===== config.mk =====
export PLATFORM = sky130hd
export DESIGN_NAME = pc_fetch_ctrl
export DESIGN_NICKNAME = d
export VERILOG_FILES = /design/src/rtl/pc_fetch_ctrl.sv
export SDC_FILE = /design/constraint.sdc
export NUM_CORES = 1
export LEC_CHECK = 0
export CORE_UTILIZATION = 38
export CTS_BUF_LIST = sky130_fd_sc_hd__clkbuf_4
export CTS_CLUSTER_SIZE = 30
export DETAILED_ROUTE_END_ITERATION = 10
export PLACE_DENSITY_LB_ADDON = 0.2
export REMOVE_ABC_BUFFERS = 1
export SETUP_SLACK_MARGIN = 0.5
export SLEW_MARGIN = 20
export SYNTH_ARGS = -nofsm -noshare
export SYNTH_HDL_FRONTEND = slang
export SYNTH_SLANG_ARGS = --single-unit

===== constraint.sdc =====
create_clock -name i_clk -period 2 [get_ports i_clk]
set_clock_uncertainty 0.2 [all_clocks]
set_input_delay 0.4 -clock i_clk [delete_from_list [all_inputs] [get_ports i_clk]]
set_output_delay 0.4 -clock i_clk [all_outputs]
set_load 0.01 [all_outputs]

===== src/rtl/pc_fetch_ctrl.sv =====
// Next-PC / instruction-fetch controller driving an external PC register.
// Optional macro PC_MISALIGN_TRAP_EN: misaligned redirects load TRAP_VEC.
module pc_fetch_ctrl #(
    parameter logic [31:0] RESET_PC = 32'h0000_0000,
    parameter logic [31:0] TRAP_VEC = 32'h0000_0010
) (
    input  logic        i_clk,
    input  logic        nrst_i,
    input  logic [31:0] pc_q_i,
    output logic [31:0] pc_d_o,
    output logic        pc_en_o,
    output logic        imem_req_o,
    output logic [31:0] imem_addr_o,
    input  logic        imem_ready_i,
    input  logic [31:0] imem_rdata_i,
    output logic [31:0] instr_o,
    output logic        instr_valid_o,
    input  logic        stall_i,
    input  logic        redirect_i,
    input  logic [31:0] redirect_pc_i,
    output logic        misalign_o
);

    typedef enum logic [1:0] {
        BOOT,
        REQ,
        HOLD
    } state_t;

    state_t      r_state;
    logic [31:0] r_instr;
    logic        r_valid;
    logic        r_redir_pend;
    logic [31:0] r_redir_tgt;

    logic [31:0] w_tgt_raw;
    logic [31:0] w_tgt;
    logic        w_tgt_bad;
    logic        w_unused;

    // A live redirect always beats the latched one.
    assign w_tgt_raw = redirect_i ? redirect_pc_i : r_redir_tgt;

`ifdef PC_MISALIGN_TRAP_EN
    assign w_tgt_bad = |w_tgt_raw[1:0];
    assign w_tgt     = w_tgt_bad ? TRAP_VEC : w_tgt_raw;
`else
    assign w_tgt_bad = 1'b0;
    assign w_tgt     = {w_tgt_raw[31:2], 2'b00};
`endif

    assign w_unused = ^{RESET_PC, TRAP_VEC};

    assign imem_req_o    = (r_state == REQ);
    assign imem_addr_o   = pc_q_i;
    assign instr_o       = r_instr;
    assign instr_valid_o = r_valid;

    always_comb begin
        pc_en_o    = 1'b0;
        pc_d_o     = 32'h0;
        misalign_o = 1'b0;
        unique case (r_state)
            REQ: begin
                if (imem_ready_i) begin
                    pc_en_o = 1'b1;
                    if (r_redir_pend || redirect_i) begin
                        pc_d_o     = w_tgt;
                        misalign_o = w_tgt_bad;
                    end else begin
                        pc_d_o = pc_q_i + 32'd4;
                    end
                end
            end
            HOLD: begin
                if (redirect_i) begin
                    pc_en_o    = 1'b1;
                    pc_d_o     = w_tgt;
                    misalign_o = w_tgt_bad;
                end
            end
            default: ;
        endcase
    end

    always_ff @(posedge i_clk or negedge nrst_i) begin
        if (!nrst_i) begin
            r_state      <= BOOT;
            r_instr      <= 32'h0;
            r_valid      <= 1'b0;
            r_redir_pend <= 1'b0;
            r_redir_tgt  <= 32'h0;
        end else begin
            unique case (r_state)
                BOOT: begin
                    r_state <= REQ;
                    if (redirect_i) begin
                        r_redir_pend <= 1'b1;
                        r_redir_tgt  <= redirect_pc_i;
                    end
                end
                REQ: begin
                    if (imem_ready_i) begin
                        if (r_redir_pend || redirect_i) begin
                            r_redir_pend <= 1'b0;
                        end else begin
                            r_instr <= imem_rdata_i;
                            r_valid <= 1'b1;
                            r_state <= HOLD;
                        end
                    end else if (redirect_i) begin
                        // Request stays outstanding; its data is dropped later.
                        r_redir_pend <= 1'b1;
                        r_redir_tgt  <= redirect_pc_i;
                    end
                end
                HOLD: begin
                    if (redirect_i || !stall_i) begin
                        r_valid <= 1'b0;
                        r_state <= REQ;
                    end
                end
                default: r_state <= BOOT;
            endcase
        end
    end

endmodule


==> run summary, run 1 <==
Fin crit period: 2740 ps
Vias in the first global route: 4494
Fin worst setup slack: -744 ps
CP max stage delay: 430 ps
Clock Pin Slew Worst Setup and Hold Paths: 140 ps
Longest Clk Path Bufs: 2
Pwr/cell area: 1140 mW/mm^2
CTS buffer count: 9
Via count: 4429
Leak: 0.00369 uW
WP depth: 9
GRT Util Overall: 0.265
Core box area: 0.0104 sq mm
R2R depth: 11
HP Class: in2async
Final hold slack: 246 ps
Post-DRT Antenna Nets: 0
Final wirelength: 15700 microns
CTS tree: done
H-Tree Depth: 3
Crit-path leading delay family: buffers and inverters
Top FF cell, synth: dfrtp_1
Max-capacitance violation count: 0
Layout cells sized above 1: 0.567
Initial core utilization: 0.397
Worst Path Class, Setup: reg2out
Max Clk Rate: 364 MHz
Sequential element share of the synthesized area: 0.400
Crit path max fanout: 6
Crit share post-route: 1.37
Cells along the critical path: buf_6 -> inv_6 -> ha_4 -> o21a_4 -> buf_6 -> buf_4 -> a221oi_2 -> nor2b_1 -> buf_2
Crit path from: r_state[0]
IO buf count: 197
R2r startpoint: r_state[1]
Row count: 37
Grt ovf: 0
Die ar.: 0.0113 sq mm
Worst-Skew Late Latency: 400 ps
Outcome: finished with violations
Largest cells by area after synthesis: dfrtp_1, mux2_2, buf_4, xor2_1, a22o_1
Residual DRC: 0
Fin. max-slew vios: 0
Vias per cell: 5.14
First-pass GRT wire length: 23200 microns
Pre-CTS WS: -1340 ps
Total power: 9010 uW
Commonest non-fill, non-tap cell in the layout: buf_6
CP Data Arrival Time: 2140 ps
Final core occ: 0.762
Hold Vio Cnt, Final: 0
Detailed placement HPWL: 9820 microns
Post-Synthesis Cell Area: 0.00413 sq mm
Layout Nets: 827
Root Driver: clkbuf_4
Syn Area/Cell: 10.1 sq um
Synth Warn #: 0
Setup TNS: -30480 ps
CP Launch Type: flop
Gpl congestion: 0.837
Die height: 106 microns
CP Capture Type: primary output
Post-synth cell types: 43
# IOs: 201
FF+latch count, synth: 66
Most frequent cells in the layout: buf_6, buf_4, buf_2
Yosys top cell by area: dfrtp_1
Crit path top cell by count: buf_6
CP bufs+invs: 5
Avg WL per Cell: 18.2 microns
First-pass DRT Iterations: 5
RSZ-0062 raised after global routing: true
Largest net degree at the start of global routing: 39
Asr flop ratio synth: 1.00
Post-synthesis cell count: 408
Filler instances: 696
First DRT Iteration DRCs: 201
CP max-delay cell: dfrtp_1
Post-synth top area share: 0.400
Failing checks: negative setup slack
# diodes: 0
Initial antenna violation count: 0
Worst Path Required: 1400 ps
Die X: 106 microns
Maximum VDD drop: 0.000799 V
Post-synth EDFFs: 0
Final Setup Violations: 91
Area Overhead vs Synth: 92.0%
CTS Sinks: 66
==> metal layers <==
metal	up-vias	track usage	routed length, microns
li1	2046	-	-
met1	2162	0.309	6150
met2	198	0.467	8090
met3	23	0.0662	1170
met4	0	0.100	273
met5	-	0	0
==> final timing paths <==
check                                  end  slack (ps)
max reg2reg                     instr_o[5]        -270
max                              pc_d_o[2]        -740
min                        r_redir_tgt[10]         250
max in group asynchronous       r_state[1]         770
min reg2reg                r_redir_tgt[27]         310
min in group i_clk         r_redir_tgt[27]         310
==> Yosys cell counts, types with 6 or more instances <==
master	number
clkbuf_1	11
o22ai_1	6
nand2b_1	14
o21ai_0	8
buf_4	33
nand3_1	18
xor2_1	19
dfrtp_1	66
nor2b_1	6
a21oi_1	15
a22o_1	17
mux2_2	62
nand2_1	38
xnor2_1	7
nor2_1	18
inv_1	7
==> logic make-up after synthesis <==
family,Yosys count,share of synthesized area
AND/OR/NAND/NOR,119,0.154
AO/OA/AOI/OAI,67,0.116
flip-flops,66,0.400
multiplexers,64,0.174
buffers and inverters,60,0.0860
XOR/XNOR,26,0.0551
adder cells (fa/ha/maj),5,0.0151
other,1,0.000907
==> repair_timing <==
action,4_1_cts,5_1_grt
pin swaps,49,13
hold endpoints to repair,28,0
setup buffers,39,25
endpoints found under the setup margin,165,146
gates resized for setup,638,72
hold buffers,1,0
cloned,8,3
==> layout make-up <==
type                    count  area (sq um)  area share
flip-flops and latches     66          1650       0.208
inverters                   7          31.3     0.00394
well taps                 136           170      0.0214
repair buffers            354          3350       0.422
clock buffers               9          67.6     0.00851
multi-input cells         283          2590       0.326
clock inverters             7          76.3     0.00962
==> report_power, final <==
part	internal (uW)	total (uW)	switching, uW
Clock	389	962	573
Combinational	3390	5670	2290
Sequential	2000	2380	376
Total	5780	9010	3230
==> registers in the layout, indices dropped and copies added (netlist names) <==
name and flops:
instr_o 32, instr_valid_o 1, r_redir_pend 1, r_redir_tgt 30, r_state 2
==> per-stage QoR <==
step	instances	area [sq um]
floorplan	355	3800
global placement	770	6620
detailed placement	770	6620
CTS	834	7490
global route	862	7940
finish	862	7940
Note: power is estimated with default switching activity, not from simulation.
==> run 2, diff against run 1 <==
Settings changed: SETUP_SLACK_MARGIN 0.5 to 0.15.
==> run 2 against run 1 <==
Net effect: the run still ends with negative setup slack left; register-to-register slack better by 20 ps; sequential power hardly changed; first-iteration DRC count is 23% higher; non-clock buffer count is 36 lower; global-route usage is 0.25 points lower; worst setup slack better by 8.9 ps; sequential share of layout area is 0.80 points higher; total power is 6.3% lower; fmax is 0.33% higher; clock-buffer cell count stayed put; critical endpoint unchanged.
==> run summary, run 2 (synthesis gave the netlist of run 1 again) <==
Gpl congestion: 0.837 (unchanged)
Initial antenna violation count: 0 (unchanged)
Commonest non-fill, non-tap cell in the layout: buf_4 (was buf_6)
Final wirelength: 15200 microns (was 15700 microns)
WP depth: 9 (unchanged)
Max FFs per register: 32 (unchanged)
Pwr/cell area: 1100 mW/mm^2 (was 1140 mW/mm^2)
Final hold slack: 240 ps (was 246 ps)
Outcome: finished with violations (unchanged)
Final Setup Violations: 98 (was 91)
Clock Pin Slew Worst Setup and Hold Paths: 140 ps (about the same)
H-Tree Depth: 3 (unchanged)
Avg WL per Cell: 18.4 microns (was 18.2 microns)
Crit share post-route: 1.37 (about the same)
Post-DRT Antenna Nets: 0 (unchanged)
Crit path top cell by count: buf_6 (unchanged)
Fin worst setup slack: -735 ps (was -744 ps)
CTS Sinks: 66 (unchanged)
Worst Path Class, Setup: reg2out (unchanged)
RSZ-0062 raised after global routing: true (unchanged)
Setup TNS: -28400 ps (was -30480 ps)
Total power: 8440 uW (was 9010 uW)
First-pass DRT Iterations: 5 (unchanged)
Die height: 106 microns (unchanged)
Grt ovf: 0 (unchanged)
Layout Nets: 791 (was 827)
Most frequent cells in the layout: buf_4, clkdlybuf4s50_1, dfrtp_1 (was buf_6, buf_4, buf_2)
Cells along the critical path: buf_6 -> inv_6 -> ha_4 -> o21a_4 -> buf_6 -> buf_4 -> a221oi_2 -> nor2b_1 -> buf_2 (unchanged)
Crit-path leading delay family: buffers and inverters (unchanged)
Initial core utilization: 0.397 (unchanged)
CP bufs+invs: 5 (unchanged)
R2R depth: 11 (unchanged)
Fin. max-slew vios: 0 (unchanged)
Vias in the first global route: 4392 (was 4494)
CP Launch Type: flop (unchanged)
Hold Vio Cnt, Final: 0 (unchanged)
First DRT Iteration DRCs: 248 (was 201)
Root Driver: clkbuf_4 (unchanged)
Die X: 106 microns (unchanged)
Area Overhead vs Synth: 84.8% (was 92.0%)
CTS tree: done (unchanged)
CP max-delay cell: dfrtp_1 (unchanged)
Via count: 4277 (was 4429)
CP Capture Type: primary output (unchanged)
Maximum VDD drop: 0.000818 V (was 0.000799 V)
# IOs: 201 (unchanged)
Layout cells sized above 1: 0.446 (was 0.567)
Leak: 0.00357 uW (was 0.00369 uW)
# diodes: 0 (unchanged)
Failing checks: negative setup slack (unchanged)
Worst-Skew Late Latency: 420 ps (was 400 ps)
Max-capacitance violation count: 0 (unchanged)
Fin crit period: 2730 ps (was 2740 ps)
Detailed placement HPWL: 9820 microns (unchanged)
CTS buffer count: 9 (unchanged)
Max Clk Rate: 366 MHz (was 364 MHz)
CP Data Arrival Time: 2130 ps (was 2140 ps)
Filler instances: 751 (was 696)
Longest Clk Path Bufs: 2 (unchanged)
First-pass GRT wire length: 22800 microns (was 23200 microns)
Row count: 37 (unchanged)
IO buf count: 197 (unchanged)
Crit path max fanout: 6 (unchanged)
GRT Util Overall: 0.263 (was 0.265)
Vias per cell: 5.18 (was 5.14)
Residual DRC: 0 (unchanged)
Core box area: 0.0104 sq mm (unchanged)
Die ar.: 0.0113 sq mm (unchanged)
HP Class: in2async (unchanged)
Largest net degree at the start of global routing: 39 (unchanged)
Worst Path Required: 1400 ps (about the same)
CP max stage delay: 420 ps (was 430 ps)
-- run 2: changes by cell type in the layout (fill, tap and decap cells not counted), moves of 7 or more --
| cell | previous run | this run |
|---|---|---|
| clkdlybuf4s15_1 | 12 | 4 |
| clkdlybuf4s50_1 | 64 | 71 |
| dlymetal6s2s_1 | 0 | 8 |
| dlygate4sd2_1 | 4 | 57 |
| buf_2 | 70 | 33 |
| buf_6 | 92 | 28 |
-- run 2: worst paths after layout --
path                                       from  slack [ps]               to
worst max-delay path                 r_state[0]        -730        pc_d_o[2]
worst min-delay path                     nrst_i         240      instr_o[24]
worst max register to register       r_state[1]        -250       instr_o[5]
worst min register to register  r_redir_tgt[29]         310  r_redir_tgt[29]
max in group asynchronous                nrst_i         790       r_state[1]
min in group i_clk              r_redir_tgt[29]         310  r_redir_tgt[29]
-- run 2: layout make-up --
class / instances / area, sq um / share of cell area
Inverter: 7 / 31.3 / 0.00409
Timing Repair Buffer: 318 / 3080 / 0.403
Sequential cell: 66 / 1650 / 0.216
Tap cell: 136 / 170 / 0.0223
Multi-Input combinational cell: 283 / 2560 / 0.336
Clock inverter: 7 / 76.3 / 0.00999
Clock buffer: 9 / 67.6 / 0.00884
-- run 2: worst register-to-register path, cell delays in order (launching register included) --
cell	delay, ps
dfrtp_1	410
inv_2	90
ha_4	140
buf_4	130
nand2_4	60
buf_6	140
buf_12	120
nor2_4	140
buf_6	160
buf_12	130
buf_12	140
mux2_4	310
-- run 2: what timing repair did --
action	CTS	global route
setup buffers	22	6
hold endpoints to repair	28	0
gates cloned	9	2
resized for setup	385	46
pin swaps	46	21
endpoints found under the setup margin	152	112
hold buffers	1	0
-- run 2: report_power, final --
group / internal (uW) / switching [uW] / total, uW
registers: 2000 / 344 / 2350
clock network: 389 / 585 / 974
logic: 2980 / 2140 / 5120
total: 5380 / 3060 / 8440
-- run 2: layer usage --
| layer | vias to the layer above | wire [microns] | GRT usage |
|---|---|---|---|
| met2 | 178 | 7720 | 0.451 |
| met1 | 2093 | 5900 | 0.312 |
| li1 | 1978 | - | - |
| met4 | 0 | 384 | 0.0992 |
| met5 | - | 0 | 0 |
| met3 | 28 | 1180 | 0.0711 |
-- run 2: metrics by stage --
step	cell area, sq um	worst slack, ps	util	std cells
after global routing	7640	-830	0.734	826
final	7640	-735	0.734	826
after detailed placement	6620	-1340	0.635	770
after floorplan	3800	-1590	-	355
after CTS	7440	-718	0.714	818
after global placement	6620	-1300	0.635	770
==> run 3, diff against run 2 <==
Settings changed: ABC_AREA from default to 1, CAP_MARGIN from default to 30, CORE_UTILIZATION 38 to 40.
==> run 3 against run 2 <==
Net effect: the flow still finishes with violations (negative setup slack); via count is 34% higher; sequential power hardly changed; cell area is 11% higher; combinational power is 2% higher; clock-buffer cell count stayed put; register-to-register slack better by 40 ps; utilization is 2.8 points lower; wire length is 15% higher; hold slack better by 33 ps; critical endpoint is now pc_d_o[7]; largest cell class unchanged.
==> run summary, run 3 <==
Outcome: finished with violations (unchanged)
Failing checks: negative setup slack (unchanged)
CTS buffer count: 9 (unchanged)
Hold Vio Cnt, Final: 0 (unchanged)
Crit path max fanout: 6 (unchanged)
CP max-delay cell: dfrtp_2 (was dfrtp_1)
First-pass DRT Iterations: 5 (unchanged)
Core box area: 0.0120 sq mm (was 0.0104 sq mm)
Final core occ: 0.706 (was 0.734)
Largest cells by area after synthesis: dfrtp_1, nand2_1, o21ai_0, inv_1, buf_4 (was dfrtp_1, mux2_2, buf_4, xor2_1, a22o_1)
GRT Util Overall: 0.258 (was 0.263)
Most frequent cells in the layout: nand2_1, inv_1, dlygate4sd2_1, buf_4, clkdlybuf4s50_1 (was buf_4, clkdlybuf4s50_1, dfrtp_1)
Vias per cell: 4.89 (was 5.18)
Pwr/cell area: 1010 mW/mm^2 (was 1100 mW/mm^2)
Worst Path Class, Setup: reg2out (unchanged)
Post-synth EDFFs: 0 (unchanged)
# diodes: 0 (unchanged)
RSZ-0062 raised after global routing: true (unchanged)
Row count: 40 (was 37)
CP Capture Type: primary output (unchanged)
Detailed placement HPWL: 11300 microns (was 9820 microns)
Fin crit period: 2560 ps (was 2730 ps)
Post-Synthesis Cell Area: 0.00493 sq mm (was 0.00413 sq mm)
First DRT Iteration DRCs: 327 (was 248)
# IOs: 201 (unchanged)
CP Data Arrival Time: 1960 ps (was 2130 ps)
Layout cells sized above 1: 0.331 (was 0.446)
Worst Path Required: 1400 ps (about the same)
Root Driver: clkbuf_4 (unchanged)
Power share of the sequential group: 0.272 (was 0.278)
Crit-path leading delay family: buffers and inverters (unchanged)
FF+latch count, synth: 66 (unchanged)
Max FFs per register: 32 (unchanged)
Sequential element share of the synthesized area: 0.335 (was 0.400)
Post-DRT Antenna Nets: 0 (unchanged)
Via count: 5711 (was 4277)
Final non-filler cell total: 1168 (was 826)
First-pass GRT wire length: 25900 microns (was 22800 microns)
Post-synth top area share: 0.335 (was 0.400)
Maximum VDD drop: 0.000690 V (was 0.000818 V)
Avg WL per Cell: 15.0 microns (was 18.4 microns)
Crit share post-route: 1.28 (was 1.37)
Max-capacitance violation count: 0 (unchanged)
Die ar.: 0.0128 sq mm (was 0.0113 sq mm)
Initial antenna violation count: 0 (unchanged)
Grt ovf: 0 (unchanged)
Residual DRC: 0 (unchanged)
Combinational share of power: 0.608 (was 0.607)
Cells along the critical path: inv_2 -> ha_4 -> nand2_4 -> inv_8 -> buf_12 -> buf_16 -> nand2_1 -> a21oi_2 -> buf_2 (was buf_6 -> inv_6 -> ha_4 -> o21a_4 -> buf_6 -> buf_4 -> a221oi_2 -> nor2b_1 -> buf_2)
Clock power frac: 0.120 (was 0.115)
Leak: 0.00423 uW (was 0.00357 uW)
CP max stage delay: 470 ps (was 420 ps)
Post-synth cell types: 43 (unchanged)
IO buf count: 197 (unchanged)
Asr flop ratio synth: 1.00 (unchanged)
Gpl congestion: 0.904 (was 0.837)
Synth Warn #: 0 (unchanged)
Initial core utilization: 0.410 (was 0.397)
Largest net degree at the start of global routing: 67 (was 39)
CP Launch Type: flop (unchanged)
Die X: 113 microns (was 106 microns)
Fin worst setup slack: -559 ps (was -735 ps)
Layout Nets: 1124 (was 791)
Fin. max-slew vios: 0 (unchanged)
Max Clk Rate: 391 MHz (was 366 MHz)
Die height: 113 microns (was 106 microns)
Post-synth top cells: nand2_1, inv_1, o21ai_0 (was dfrtp_1, mux2_2, nand2_1)
Most common cell in the netlist: nand2_1 (was dfrtp_1)
Yosys top cell by area: dfrtp_1 (unchanged)
Top FF cell, synth: dfrtp_1 (unchanged)
CTS Sinks: 66 (unchanged)
Net switching power: 3610 uW (was 3060 uW)
Sw Ratio: 0.422 (was 0.363)
Longest Clk Path Bufs: 2 (unchanged)
CP bufs+invs: 5 (unchanged)
Area Overhead vs Synth: 72.1% (was 84.8%)
Final wirelength: 17500 microns (was 15200 microns)
Pint: 4940 uW (was 5380 uW)
Clock Pin Slew Worst Setup and Hold Paths: 130 ps (was 140 ps)
Syn Area/Cell: 6.54 sq um (was 10.1 sq um)
Final Setup Violations: 67 (was 98)
Worst-Skew Late Latency: 430 ps (was 420 ps)
Placed insts: 1114 (was 770)
Vias in the first global route: 5318 (was 4392)
CTS tree: done (unchanged)
HP Class: in2reg (was in2async)
H-Tree Depth: 3 (unchanged)
Post-synthesis cell count: 753 (was 408)
Commonest non-fill, non-tap cell in the layout: nand2_1 (was buf_4)
==> run 3: path summary, 6_finish.rpt <==
path | startpoint | slack, ps | endpoint | cells past startpoint
max in group asynchronous | nrst_i | 980 | r_state[0] | 3
min in group asynchronous | nrst_i | 300 | instr_o[11] | 3
min | imem_rdata_i[11] | 270 | instr_o[11] | 3
max reg2reg | r_state[0] | -210 | r_redir_tgt[6] | 12
min reg2reg | instr_o[6] | 280 | instr_o[6] | 2
max | r_state[0] | -560 | pc_d_o[7] | 9
==> run 3: power by group through the flow <==
stage / combinational, uW / sequential (uW) / clock [uW]
global placement: 4140 / 2240 / 0
CTS: 4440 / 2230 / 1040
finish: 5200 / 2320 / 1030
floorplan: 1730 / 2370 / 0
global route: 5630 / 2400 / 1110
detailed placement: 4220 / 2240 / 0
==> run 3: per-layer routing <==
| layer | track usage | part of all wire | routed length [microns] | up-vias |
|---|---|---|---|---|
| met5 | 0 | 0 | 0 | - |
| met4 | 0.0868 | 0.016 | 286 | 0 |
| met3 | 0.0552 | 0.068 | 1200 | 27 |
| met2 | 0.448 | 0.51 | 8900 | 208 |
| met1 | 0.318 | 0.41 | 7140 | 2627 |
| li1 | - | - | - | 2849 |
==> run 3: kinds of logic (layout without fill, tap and decap cells) <==
logic type,count (synthesis),after routing,share of synthesized area
and+or+nand+nor,391,391,0.343
buffers and inverters,151,419,0.151
AOI/OAI and AO/OA,136,136,0.153
DFF,66,66,0.335
adders and majority gates,5,5,0.0127
xor gates and xnor gates,3,3,0.00533
other,1,1,0.000761
==> run 3: timing repair <==
| action | 4_1_cts | 5_1_grt |
|---|---|---|
| endpoints found under the setup margin | 131 | 103 |
| hold buffers | 1 | 0 |
| pin swaps | 28 | 45 |
| hold endpoints to repair | 66 | 0 |
| resized for setup | 345 | 140 |
| gates cloned | 3 | 9 |
| buffers inserted | 18 | 9 |
==> run 3: area by class of cell <==
cell class,instances,area [sq um]
repair buffers,317,3060
clock buffers,9,67.6
well taps,147,184
inverters,88,375
fillers,997,3530
clock inverters,5,81.3
multi-input cells,536,3050
flip-flops and latches,66,1650
==> run 3: worst reg2reg max path: cells and delay by family, from the launching register on <==
kind / cells / cell delay (ps)
AND/OR/NAND/NOR: 1 / 90
adder cells (fa/ha/maj): 1 / 190
flip-flops: 1 / 470
buffers and inverters: 8 / 930
AO/OA/AOI/OAI: 2 / 250
==> run 3: per-stage QoR <==
stage          worst slack, ps  cell area (sq um)  hold WS, ps  total power, uW  TNS, ps
2_1_floorplan             -805               4520        -95.6             4100   -16250
4_1_cts                   -544               7770          260             7710   -18580
6_report                  -559               8480          273             8550   -22370
3_3_place_gp             -1080               7340          252             6380   -40670
3_5_place_dp             -1090               7340          250             6460   -40550
5_1_grt                   -679               8480          269             9130   -28180
